$ cat config.mk
export PLATFORM = sky130hd
export DESIGN_NAME = bias_relu_stage
export DESIGN_NICKNAME = d
export VERILOG_FILES = /design/src/rtl/bias_relu_stage.sv
export SDC_FILE = /design/constraint.sdc
export NUM_CORES = 1
export LEC_CHECK = 0
export CAP_MARGIN = 10
export CORE_AREA = 4 4 334 336
export CTS_CLUSTER_DIAMETER = 60
export DETAILED_ROUTE_END_ITERATION = 16
export DIE_AREA = 0 0 338 340
export PLACE_DENSITY_LB_ADDON = 0.3
export SETUP_SLACK_MARGIN = 0.15
export SLEW_MARGIN = 5
export SYNTH_ARGS = -nofsm -noshare
export SYNTH_HDL_FRONTEND = slang
export SYNTH_SLANG_ARGS = --single-unit
$ cat constraint.sdc
create_clock -name clk -period 29.9 [get_ports clk]
set_input_delay 5.98 -clock clk [delete_from_list [all_inputs] [get_ports clk]]
set_output_delay 5.98 -clock clk [all_outputs]
set_load 0.05 [all_outputs]
$ cat src/rtl/bias_relu_stage.sv
`default_nettype none
// ---- bias_relu_stage: per-lane bias add, 18-bit saturation and optional ReLU in a 2-stage pipe
// ---- Rev 1.0
module bias_relu_stage #(
  parameter int N_adder_tree = 16,
  parameter int PIX_PER_MAP  = 784,
  parameter int RELU_EN      = 1
) (
  input  logic                       clk,
  input  logic                       rst_n,
  input  logic                       in_valid,
  output logic                       in_ready,
  input  logic [N_adder_tree*18-1:0] in_data,
  input  logic [N_adder_tree*18-1:0] bias,
  output logic                       out_valid,
  input  logic                       out_ready,
  output logic [N_adder_tree*18-1:0] out_data,
  output logic                       out_last,
  output logic                       sat_flag
);

  localparam int        c_W        = N_adder_tree * 18;
  localparam int        c_SW       = N_adder_tree * 19;
  localparam logic [9:0] c_LAST_PIX = 10'(PIX_PER_MAP - 1);

  logic                    w_en;
  logic                    w_xfer;
  logic [c_SW-1:0]         w_sum;
  logic [c_W-1:0]          w_res;
  logic [N_adder_tree-1:0] w_clip;

  logic                    r_s1_valid;
  logic [c_SW-1:0]         r_s1_sum;
  logic                    r_out_valid;
  logic [c_W-1:0]          r_out_data;
  logic [9:0]              r_pix_cnt;
  logic                    r_sat;

  // The whole pipe advances together; a stalled S2 also freezes S1 (no skid buffer).
  assign w_en   = out_ready | ~r_out_valid;
  assign w_xfer = r_out_valid & out_ready;

  generate
    for (genvar gi = 0; gi < N_adder_tree; gi++) begin : g_lane
      logic [18:0] w_s;
      logic [17:0] w_sat;

      assign w_sum[19*gi +: 19] = {in_data[18*gi+17], in_data[18*gi +: 18]}
                                + {bias[18*gi+17], bias[18*gi +: 18]};
      assign w_s        = r_s1_sum[19*gi +: 19];
      assign w_clip[gi] = w_s[18] ^ w_s[17];
      assign w_sat      = w_clip[gi] ? (w_s[18] ? 18'h20000 : 18'h1FFFF) : w_s[17:0];
      assign w_res[18*gi +: 18] = ((RELU_EN != 0) && w_sat[17]) ? 18'd0 : w_sat;
    end
  endgenerate

  always_ff @(posedge clk) begin
    if (w_en) begin
      r_s1_sum <= w_sum;
    end
  end

  always_ff @(posedge clk or negedge rst_n) begin
    if (!rst_n) begin
      r_s1_valid  <= 1'b0;
      r_out_valid <= 1'b0;
      r_out_data  <= '0;
      r_pix_cnt   <= '0;
      r_sat       <= 1'b0;
    end else begin
      if (w_en) begin
        r_s1_valid  <= in_valid;
        r_out_valid <= r_s1_valid;
        r_out_data  <= w_res;
        if (r_s1_valid && (|w_clip)) begin
          r_sat <= 1'b1;
        end
      end
      if (w_xfer) begin
        r_pix_cnt <= (r_pix_cnt == c_LAST_PIX) ? 10'd0 : r_pix_cnt + 10'd1;
      end
    end
  end

  assign in_ready  = w_en;
  assign out_valid = r_out_valid;
  assign out_data  = r_out_data;
  assign out_last  = r_out_valid & (r_pix_cnt == c_LAST_PIX);
  assign sat_flag  = r_sat;

endmodule
`default_nettype wire

==> impl_metrics.tcl <==
set metrics [dict create \
    die_w_um 338 \
    post_cts_buffers 0 \
    busiest_layer "met2" \
    ir_worst_vdd_uv 44.65 \
    cap_violations 0 \
    netlist_area_mm2 0.03422 \
    fin_skew_ps 13.57 \
    period_minus_slack_ps 14600 \
    syn2layout_area_growth_pct 36.99 \
    max_freq_ghz 0.06847 \
    synth_cells 3431 \
    cp-end-kind "output port" \
    layout-drive-gt1-share_pct 3.903 \
    cts.sinks 589 \
    drv_slew 0 \
    ant_nets 0 \
    required_ps 23920 \
    rows 121 \
    synth_edf_count 304 \
    gp_congestion 0.9324 \
    cts-root-buf "clkbuf_16" \
    clk_latency_ps 640 \
    multi_input_area_mm2 0.01691 \
    wl_per_cell_um 21.54 \
    crit_path_max_incr_delay_ps 860 \
    portBuffers 855 \
    worstSetupStartpoint "out_ready" \
    die_h_um 340 \
    grtUsageMet2_pct 35.85 \
    place_hpwl_um 98530 \
    grt_pass1_vias 28610 \
    synth_area_per_cell_um2 9.973 \
    hold-worst-slack_ps 473.1 \
    num-fill-cells 10400 \
    clock_path_buffers 3 \
    cts_max_level 3 \
    cp_max_fo 101 \
    dieArea_mm2 0.1149 \
    cp-endpoint "in_ready" \
    cts_tree "done" \
    cts_resized 0 \
    path_cells "clkdlybuf4s50_1 -> nor2b_4 -> inv_8 -> clkdlybuf4s50_1" \
    grt_util_all_layers_pct 20.88 \
    drc 0 \
    drt-initial-drc-count 1689 \
    io_pins 872 \
    r2r_slack_ps 26330 \
    slew_headroom_pct 18.10 \
    cts_buffers 78 \
    grt_overflow_total 0 \
    use_met1_pct 25.65 \
    wl_um 124200 \
    nNetsFinal 5181 \
    cp_common_cell "clkdlybuf4s50_1" \
    antenna_found_initial 31 \
    period_share_pct 48.84 \
    timing.setup.tns_ps 0 \
    grt_pass1_wl_um 181400 \
    hold_buffers 0 \
    cp.arrival_ps 8620 \
    crit_slowest_cell "clkdlybuf4s50_1" \
    seq_area_mm2 0.01626 \
    cellPowerDensity_mw_per_mm2 80.98 \
    grtUsageMet3_pct 5.386 \
    ys_types 71 \
    dr_total_vias 29120 \
    vias_per_cell 5.053 \
    power_leakage_nw 19.15 \
    dr.pass1.iters 5 \
    synth_top_flop_cell "edfxtp_1" \
    coreArea_mm2 0.1086 \
    tightest_slew_ps 1224 \
    synth_seq_area_share_pct 47.52 \
    synth.ff_latch_count 589 \
    rsz0062_at_grt "no" \
    reg2reg_to "out_data[44]" \
    yosysWarnings 0 \
    clk_pin_slew_ps 50 \
    worstReg2RegStart "out_valid" \
    initial_core_util_pct 31.52 \
    synthArstFlopShare_pct 48.39 \
    hold_viol_final 0 \
    status "finished clean" \
    crit_type "primary input to output port" \
    grt_max_degree 143 \
    hold_start "out_data[180]" \
    critPathLaunchType "primary input" \
    rr_worst_depth 5 \
    finalSetupViolations 0 \
    hold_class "register to register" \
]
[cells in the mapped netlist (4+ instances only)]
cell type	n	share of area [%]
o21ai_0	387	5.7
clkbuf_1	116	1.3
o31ai_1	16	0.35
o211ai_1	38	0.83
nand2b_1	23	0.42
and4_1	8	0.20
inv_1	138	1.5
a31oi_1	34	0.62
a21o_1	84	1.8
and3_1	17	0.31
o41ai_2	4	0.19
a31o_2	4	0.10
or3_1	22	0.40
fa_1	16	0.94
ha_1	321	12
a211oi_1	24	0.53
nor3b_1	9	0.20
a311o_1	5	0.15
o22ai_1	8	0.15
o21a_1	30	0.66
xnor2_1	144	3.7
buf_4	16	0.35
nor4_1	4	0.073
nor2b_1	46	0.84
nand2_1	433	4.8
a21boi_0	9	0.20
edfxtp_1	304	27
nand3_1	36	0.53
buf_1	9	0.099
o21bai_1	24	0.53
nor3_1	18	0.26
dfrtp_1	285	21
xor2_1	91	2.3
a211o_1	4	0.10
o221ai_1	4	0.10
a21oi_1	480	7.0
a2111oi_0	4	0.10
nand4_1	32	0.59
nor2_1	132	1.4
[metal layers]
| metal | vias up | wire, um |
|---|---|---|
| met3 | 186 | 8804 |
| met4 | 18 | 3488 |
| li1 | 14110 | - |
| met5 | - | 121 |
| met2 | 850 | 60880 |
| met1 | 13960 | 50860 |
[power breakdown]
| group | switching [mW] | internal (mW) |
|---|---|---|
| sequential | 0.116 | 1.12 |
| clock | 0.374 | 0.555 |
| combinational | 1.10 | 0.535 |
| total | 1.59 | 2.21 |
[metrics by stage]
| stage | power (mW) | std cells | setup WS [ps] | utilization (%) | instance area, um^2 |
|---|---|---|---|---|---|
| after floorplan | 2.225 | 3446 | 11560 | - | 34270 |
| after global placement | 2.869 | 5597 | 15320 | 40.76 | 44240 |
| after detailed placement | 2.885 | 5597 | 15310 | 40.76 | 44240 |
| after CTS | 3.833 | 5743 | 15290 | 43.13 | 46820 |
| after global routing | 3.986 | 5756 | 15180 | 43.16 | 46850 |
| final | 3.796 | 5763 | 15300 | 43.18 | 46870 |
[cell usage in the layout (no fill, tap or decap), types with 30 or more instances in the layout]
| cell | instances |
|---|---|
| a21o_1 | 84 |
| nand2_1 | 433 |
| ha_1 | 321 |
| xor2_1 | 91 |
| inv_1 | 137 |
| nand4_1 | 32 |
| o21a_1 | 30 |
| a31oi_1 | 34 |
| o21ai_0 | 387 |
| nand3_1 | 36 |
| nor2_1 | 132 |
| edfxtp_1 | 304 |
| a21oi_1 | 480 |
| nor2b_1 | 45 |
| dfrtp_1 | 285 |
| clkdlybuf4s50_1 | 854 |
| clkbuf_16 | 78 |
| xnor2_1 | 144 |
| o211ai_1 | 38 |
[worst max-delay path, delay by kind of cell]
kind	cells	cell delay [ps]
buf+inv	3	1770
simple gates	1	730
[area by class of cell]
cell class              instances  area share (%)
multi-input cells            2578           36.08
flip-flops and latches        589           34.69
repair buffers                879           18.73
clock buffers                 116           4.810
well taps                    1414           3.774
inverters                     138           1.121
clock inverters                30          0.6860
diodes                         19          0.1014
[worst min path at each step]
stage,to,depth (start not counted)
after CTS,out_data[180],2
after floorplan,r_s1_valid,2
after detailed placement,out_data[136],2
after global routing,out_data[277],2
after global placement,sat_flag,1
final,out_data[180],2
[registers in the layout, indices dropped and copies added (netlist names)]
| signal | count |
|---|---|
| r_s1_sum | 304 |
| sat_flag | 1 |
| out_data | 272 |
| out_valid | 1 |
| r_s1_valid | 1 |
| r_pix_cnt | 10 |
[logic make-up (layout without fill, tap and decap cells)]
family          Yosys count  in the layout  synth area share (%)
mux                       3              3               0.09142
other cells               1             35               0.01096
buf+inv                 279           1163                 3.236
flops                   589            589                 47.52
fa+ha+maj               337            337                 12.67
compound gates         1192           1192                 20.06
simple gates            795            795                 10.39
xor+xnor                235            235                 6.015
(Power assumes the default switching activity.)
